`src/rtl/fifo_buffer_if.sv`:
```
// Producer/consumer handshake bundle for fifo_buffer; "slave" is the FIFO's view,
// "master" is the surrounding logic that pushes into and pops from it.
interface fifo_buffer_if #(
  parameter int Nb = 48,
  parameter int M  = 2
);
  logic          in_valid;
  logic          in_ready;
  logic [Nb-1:0] in_data;
  logic [M:0]    in_count;
  logic          out_valid;
  logic          out_ready;
  logic [Nb-1:0] out_data;
  logic [M:0]    out_count;

  modport slave (
    input  in_valid, in_data, out_ready,
    output in_ready, in_count, out_valid, out_data, out_count
  );

  modport master (
    output in_valid, in_data, out_ready,
    input  in_ready, in_count, out_valid, out_data, out_count
  );
endinterface

```
`src/rtl/fifo_buffer.sv`:
```
// Single-clock FWFT FIFO, 2^M x Nb; a written word is visible right after its write edge; in_ready drops when full.
// Define FIFO_ERR_FLAGS_EN to add sticky overflow/underflow outputs, cleared only by reset_n.
module fifo_buffer #(
  parameter int Nb = 48,
  parameter int M  = 2
) (
  input  logic         clk,
  input  logic         reset_n,
  fifo_buffer_if.slave fif
`ifdef FIFO_ERR_FLAGS_EN
  ,
  output logic         overflow,
  output logic         underflow
`endif
);
  localparam int         Depth    = 2 ** M;
  localparam logic [M:0] DepthCnt = Depth[M:0];

  logic [M:0]    wr_ptr_q, wr_ptr_d;
  logic [M:0]    rd_ptr_q, rd_ptr_d;
  logic [M:0]    count;
  logic [Nb-1:0] mem_q [Depth];
  logic          full, empty;
  logic          wr_en, rd_en;

  // The extra pointer MSB makes the difference span 0..Depth, so full and empty are distinct.
  assign count = wr_ptr_q - rd_ptr_q;
  assign full  = (count == DepthCnt);
  assign empty = (count == '0);

  // reset_n gate keeps the producer stalled while reset is held.
  assign fif.in_ready  = reset_n & ~full;
  assign fif.out_valid = ~empty;
  assign fif.out_data  = mem_q[rd_ptr_q[M-1:0]];
  assign fif.in_count  = count;
  assign fif.out_count = count;

  assign wr_en = fif.in_valid & fif.in_ready;
  assign rd_en = fif.out_ready & ~empty;

  always_comb begin
    wr_ptr_d = wr_ptr_q;
    rd_ptr_d = rd_ptr_q;
    if (wr_en) wr_ptr_d = wr_ptr_q + {{M{1'b0}}, 1'b1};
    if (rd_en) rd_ptr_d = rd_ptr_q + {{M{1'b0}}, 1'b1};
  end

  always_ff @(posedge clk or negedge reset_n) begin
    if (!reset_n) begin
      wr_ptr_q <= '0;
      rd_ptr_q <= '0;
    end else begin
      wr_ptr_q <= wr_ptr_d;
      rd_ptr_q <= rd_ptr_d;
    end
  end

  // Storage carries no reset; stale words are unreachable once the pointers clear.
  always_ff @(posedge clk) begin
    if (wr_en) mem_q[wr_ptr_q[M-1:0]] <= fif.in_data;
  end

`ifdef FIFO_ERR_FLAGS_EN
  logic overflow_q, overflow_d;
  logic underflow_q, underflow_d;

  always_comb begin
    overflow_d  = overflow_q | (fif.in_valid & ~fif.in_ready);
    underflow_d = underflow_q | (fif.out_ready & empty);
  end

  always_ff @(posedge clk or negedge reset_n) begin
    if (!reset_n) begin
      overflow_q  <= 1'b0;
      underflow_q <= 1'b0;
    end else begin
      overflow_q  <= overflow_d;
      underflow_q <= underflow_d;
    end
  end

  assign overflow  = overflow_q;
  assign underflow = underflow_q;
`endif
endmodule

```
`src/flat_wrapper.sv`:
```
// flat-port wrapper written by rule: the top's interface ports become plain ports
module fifo_buffer_flat 
#(
  parameter int Nb = 48,
  parameter int M  = 2
)
  (clk, reset_n, fif_in_valid, fif_in_data, fif_out_ready, fif_in_ready, fif_in_count, fif_out_valid, fif_out_data, fif_out_count);
  fifo_buffer_if #(.Nb(Nb), .M(M)) fif_i ();
  input  logic clk;
  input  logic reset_n;
  input wire logic [$bits(fif_i.in_valid)-1:0] fif_in_valid;
  input wire logic [$bits(fif_i.in_data)-1:0] fif_in_data;
  input wire logic [$bits(fif_i.out_ready)-1:0] fif_out_ready;
  output wire logic [$bits(fif_i.in_ready)-1:0] fif_in_ready;
  output wire logic [$bits(fif_i.in_count)-1:0] fif_in_count;
  output wire logic [$bits(fif_i.out_valid)-1:0] fif_out_valid;
  output wire logic [$bits(fif_i.out_data)-1:0] fif_out_data;
  output wire logic [$bits(fif_i.out_count)-1:0] fif_out_count;
  assign fif_i.in_valid = fif_in_valid;
  assign fif_i.in_data = fif_in_data;
  assign fif_i.out_ready = fif_out_ready;
  assign fif_in_ready = fif_i.in_ready;
  assign fif_in_count = fif_i.in_count;
  assign fif_out_valid = fif_i.out_valid;
  assign fif_out_data = fif_i.out_data;
  assign fif_out_count = fif_i.out_count;
  fifo_buffer #(.Nb(Nb), .M(M)) u_core (.clk(clk), .reset_n(reset_n), .fif(fif_i));
endmodule
```
`config.mk`:
```
export PLATFORM = sky130hd
export DESIGN_NAME = fifo_buffer_flat
export DESIGN_NICKNAME = d
export VERILOG_FILES = /design/src/rtl/fifo_buffer_if.sv /design/src/rtl/fifo_buffer.sv /design/src/flat_wrapper.sv
export SDC_FILE = /design/constraint.sdc
export NUM_CORES = 1
export LEC_CHECK = 0
export CAP_MARGIN = 20
export CORE_AREA = 2 2 149 151
export CTS_BUF_LIST = sky130_fd_sc_hd__clkbuf_8
export DETAILED_ROUTE_END_ITERATION = 12
export DIE_AREA = 0 0 151 153
export PLACE_DENSITY = 0.64
export SLEW_MARGIN = 20
export SYNTH_ARGS = -nofsm -noshare
export SYNTH_HDL_FRONTEND = slang
export SYNTH_SLANG_ARGS = --single-unit
```
`constraint.sdc`:
```
create_clock -name clk -period 4.2 [get_ports clk]
set_input_delay 1.05 -clock clk [delete_from_list [all_inputs] [get_ports clk]]
set_output_delay 1.05 -clock clk [all_outputs]
set_load 0.02 [all_outputs]
```
**Word-level counts from Yosys, hierarchy flattened**

Memory sizes are Yosys's and may differ from the RTL's.
Index checks and enable logic that the tools add are counted.

- Add/subtract/negate cells: 3
- Equal/unequal tests: 1
- Mux-type cells: 2
- Bitwise logic cells: 5
- Reductions and logical operators: 1

Operators with widths:

| operator | count |
|---|---|
| $add 3x1->3 const B | 2 |
| $and 1x1->1 | 3 |
| $eq 3x3->1 const B | 1 |
| $logic_not 3->1 | 1 |
| $sub 3x3->3 | 1 |
| $mux 1 | 2 |
| $not 1->1 | 2 |

- Register bits: 6
- Memory bits (writable): 192
- Bits of input ports: 52
- Output and inout bits: 56
- Logic and storage cells: 15
- Memories kept: 1

Memory list:

| name | words | bits a word | read ports | clocked after memory_dff | write ports | RTL line | RTL |
|---|---|---|---|---|---|---|---|
| u_core.mem_q | 4 | 48 | 1 | 0 | 1 | fifo_buffer.sv:22 | `logic [Nb-1:0] mem_q [Depth];` |

**Longest topological paths before layout**

- Depth after elaboration: 7
- Mapped depth: 6
- Depth with buffers taken out: 6

**Worst setup path before layout**

Ideal clock, no wire load.

- Path kind: register -> register
- Start point: register u_core.wr_ptr_q[0]
- End point: memory u_core.mem_q[0][0] (enable)
- Setup time: 410 ps
- Arrival time: 2831 ps
- Required time: 3790 ps
- Path slack: 959 ps
- Cell stages (with the launch flop): 7
- Buffers on the path: 0
- Clock period less this slack: 3241 ps
- Cells stage by stage: dfrtp_1 inv_1 ha_1 fa_1 xor3_2 a21oi_4 and2_1

- Cells in the longest elaborated chain, start to end: 7

Ends and longest elaborated chain:

| item | RTL line | RTL |
|---|---|---|
| start: declaration | fifo_buffer.sv:19 | `logic [M:0] wr_ptr_q, wr_ptr_d;` |
| start signal: assignment | fifo_buffer.sv:53 | `wr_ptr_q <= wr_ptr_d;` |
| $sub 3x3->3 | fifo_buffer.sv:27 | `assign count = wr_ptr_q - rd_ptr_q;` |
| via fif_in_count[2] | flat_wrapper.sv:15 | `output wire logic [$bits(fif_i.in_count)-1:0] fif_in_count;` |
| $eq 3x3->1 | fifo_buffer.sv:28 | `assign full = (count == DepthCnt);` |
| $not 1->1 | fifo_buffer.sv:32 | `assign fif.in_ready = reset_n & ~full;` |
| $and 1x1->1 | fifo_buffer.sv:32 |  |
| $and 1x1->1 | fifo_buffer.sv:38 | `assign wr_en = fif.in_valid & fif.in_ready;` |
| $mux 1 | fifo_buffer.sv:60 | `if (wr_en) mem_q[wr_ptr_q[M-1:0]] <= fif.in_data;` |
| $mux 1 (not written as such) | fifo_buffer.sv:60 |  |
| end: declaration | fifo_buffer.sv:22 |  |

The timed path passes the listed nets, and every way through them passes these cells.

**Worst setup path in the final report**

- Start point: register u_core.rd_ptr_q[0]
- End point: output port fif_in_ready

- Cells in the longest elaborated chain, start to end: 4

Ends and longest elaborated chain:

| item | RTL line | RTL |
|---|---|---|
| start: declaration | fifo_buffer.sv:20 | `logic [M:0] rd_ptr_q, rd_ptr_d;` |
| start signal: assignment | fifo_buffer.sv:54 | `rd_ptr_q <= rd_ptr_d;` |
| $sub 3x3->3 | fifo_buffer.sv:27 |  |
| $eq 3x3->1 | fifo_buffer.sv:28 |  |
| $not 1->1 | fifo_buffer.sv:32 |  |
| $and 1x1->1 | fifo_buffer.sv:32 |  |
| end: declaration | flat_wrapper.sv:14 | `output wire logic [$bits(fif_i.in_ready)-1:0] fif_in_ready;` |

Every way passes these cells.

==> flow_summary_export.csv <==
group,metric,value,unit
drt,via_per_inst,4.65,
setup_path,reg2reg_setup_slack,1.19,ns
drt,detailedRoute.firstIterationViolations,145,
synth,synth_sequential_area_ratio,79.9,%
sta,worst_relative_slew_slack,48.1,%
synth,netlist_top_cells_area,"sky130_fd_sc_hd__edfxtp_1, sky130_fd_sc_hd__mux4_2, sky130_fd_sc_hd__dfrtp_1",
synth,synth.distinct_cells,24,
die,coreArea,0.0215,mm^2
finish,leading_cell_type_in_the_layout_fill_and_taps_excluded,"sky130_fd_sc_hd__edfxtp_1",
synth,post_synth_design_cell_area,0.00740,mm^2
min_path,hold_depth,1,
sta,period_utilization_post_route,91.1,%
global_routing,grt_start_max_net_pins,51,
clocking,post_cts.resized_instances,0,
global_routing,global_route.usage.total,12.1,%
die,boundaryPins,108,
synth,number_of_synthesized_register_bits,198,
min_path,hold_class,"flop to flop",
setup_path,critical_path_class,"flop to primary output",
finish,antenna_cells,0,
clocking,clock_tree_from_tritoncts,"done",
power,pwr_density_cell,694,mW/mm^2
drt,number_of_search_and_repair_iterations_in_the_first_detailed_routing_pass,4,
global_routing,grt_pass1_wl,20600,um
synth,synth_edf_count,192,
setup_path,setup.worst_path.end_class,"primary output",
drt,dr_total_vias,3312,
sta,timing.setup.tns,0,ns
setup_path,cp.required,3.15,ns
drt,routed_len_inst,18.6,um
flow_run,drv.max_cap_violation_count,0,
sta,max_slew.worst_pin.slew,0.779,ns
drt,drt-total-wl,13200,um
placed_design,post-dp-hpwl,7690,um
power,max-vdd-ir-drop,0.338,mV
synth,yosys_warnings,0,
synth,synthFlopType,"sky130_fd_sc_hd__edfxtp_1",
die,die_x,151,um
synth,per_instance_average_area_after_synthesis,24.9,um^2
setup_path,worstPathArrival,2.77,ns
finish,areaGrowthSynthToFinish,25.1,%
sta,slew_viol_final,0,
placed_design,weighted_congestion_at_the_end_of_routability_driven_global_placement,0.722,
sta,timing.final.setup_violations,0,
die,die_area,0.0231,mm^2
clocking,h_tree_level_count,4,
clocking,cts_root_buffer,"sky130_fd_sc_hd__clkbuf_8",
setup_path,timing.critical_path.from_type,"flop",
outcome,run_status,"complete, no violations",
die,row_count,54,
min_path,timing.hold.worst.start,"u_core.wr_ptr_q[2]",
setup_path,r2r-end,"u_core.mem_q[3][45]",
setup_path,rr_startpoint,"u_core.rd_ptr_q[0]",
setup_path,startpoint,"u_core.rd_ptr_q[0]",
drt,drt_drc_violations_left,0,
sta,min_period,3.82,ns
clocking,ctsHoldBuffers,0,
global_routing,number_of_global_route_vias_before_repair,3701,
sta,fmaxAchievable,261,MHz
global_routing,grt_antenna_before_repair,0,
setup_path,critical_path.slowest_cell,"sky130_fd_sc_hd__clkdlybuf4s50_1",
sta,number_of_hold_slack_violations_in_the_final_timing_report,0,
clocking,clkLatencyLatePin,0.45,ns
power,cellLeakagePower,2.96,nW
setup_path,timing.critical_path.cells,"ha_1 -> fa_1 -> xor3_2 -> a21boi_0 -> clkdlybuf4s50_1",
synth,synth_cells,297,
sta,final.setup.worst_slack,0.376,ns
finish,drive_above_1_share,23.1,%
synth,synth_top_area_share,77.9,%
clocking,clockBufferDepth,2,
sta,grt_setup_unrepaired,"false",
sta,finClkSkew,0.0113,ns
setup_path,worst-path-max-fanout,6,
min_path,end_point_of_the_most_critical_hold_path,"u_core.wr_ptr_q[2]",
synth,async_flop_share,3.03,%
finish,net_count_reported_at_finish,479,
clocking,postCtsSetupBuffers,0,
synth,syn-num-nets,356,
drt,final_antenna_net_count,0,
die,chipHeight,153,um
clocking,clkSlewWorstSetupHoldPaths,0.09,ns
finish,top_library_cells_by_usage_in_the_layout_fill_and_taps_aside,"sky130_fd_sc_hd__edfxtp_1, sky130_fd_sc_hd__clkdlybuf4s50_1, sky130_fd_sc_hd__mux4_2",
placed_design,place.port_buffers,107,
clocking,clock-sinks,198,
clocking,cts_inserted_buffers,17,
die,initial_utilization,34.5,%
global_routing,global_route_congestion_overflow_total,0,
placed_design,place_worst_setup_slack,0.647,ns
setup_path,crit_path_max_incr_delay,0.63,ns
setup_path,reg2reg_depth,6,
synth,post-synth-top-area-cell,"sky130_fd_sc_hd__edfxtp_1",
## cells in the mapped netlist, drive strengths merged (2+ instances only)
master and number:
edfxtp 192, mux4 48, buf 10, dfrtp 6
ha 6, and2 5, clkbuf 4, inv 4
nor3 4, nand2 3, xnor2 3, a211o 2
mux2 2
## layer usage
| layer | vias up | part of all wire (%) | track usage (%) |
|---|---|---|---|
| li1 | 1492 | - | - |
| met1 | 1731 | 40 | 14.2 |
| met2 | 76 | 53 | 21.3 |
| met3 | 13 | 5.3 | 4.30 |
| met4 | 0 | 1.2 | 2.89 |
| met5 | - | 0 | 0 |
## through the flow
stage,area [um^2],power [mW],hold WS (ns),instances,util (%)
after global routing,9260,6.75,0.632,712,43.1
after floorplan,7400,4.25,0.531,297,-
after global placement,8860,5.28,0.550,679,41.2
after detailed placement,8860,5.33,0.583,679,41.2
final,9260,6.42,0.601,712,43.1
after CTS,9250,6.52,0.605,710,43.0
## critical path: cells and delay by family (launching register included)
kind / cells / cell delay, ns
flip-flops: 1 / 0.49
buffers and inverters: 1 / 0.63
XOR/XNOR: 1 / 0.33
adder cells (fa/ha/maj): 2 / 0.68
AO/OA/AOI/OAI: 1 / 0.19
## area by class of cell
type                    instances  area (um^2)
well taps                     280          350
clock buffers                  17          234
flip-flops and latches        198         5920
multi-input cells              81         1400
clock inverters                14          153
inverters                       4         15.0
repair buffers                118         1190
fillers                      1882        12200
## worst max-delay path by stage
stage                          to  slack, ns
3_3_place_gp         fif_in_ready       0.69
5_1_grt              fif_in_ready       0.14
4_1_cts              fif_in_ready       0.13
2_1_floorplan  u_core.mem_q[0][0]       0.96
3_5_place_dp         fif_in_ready       0.65
6_report             fif_in_ready       0.38
## sequential cells by signal, indices dropped and copies added (netlist names)
register and flops:
u_core.mem_q 192, u_core.rd_ptr_q 3, u_core.wr_ptr_q 3
## kinds of logic after synthesis
logic type	Yosys count	share of synthesized area [%]
buffers and inverters	18	1.30
AND/OR/NAND/NOR	14	0.997
flip-flops	198	79.9
adder cells (fa/ha/maj)	7	1.28
multiplexers	50	15.0
XOR/XNOR	5	0.811
AO/OA/AOI/OAI	5	0.693
## power breakdown
part	leakage [nW]	internal, mW	total, mW	switching (mW)
sequential	1.81	2.47	2.54	0.0721
clock	0.195	0.533	1.18	0.651
combinational	0.957	1.33	2.70	1.37
Power figures use the tool's default switching activity.
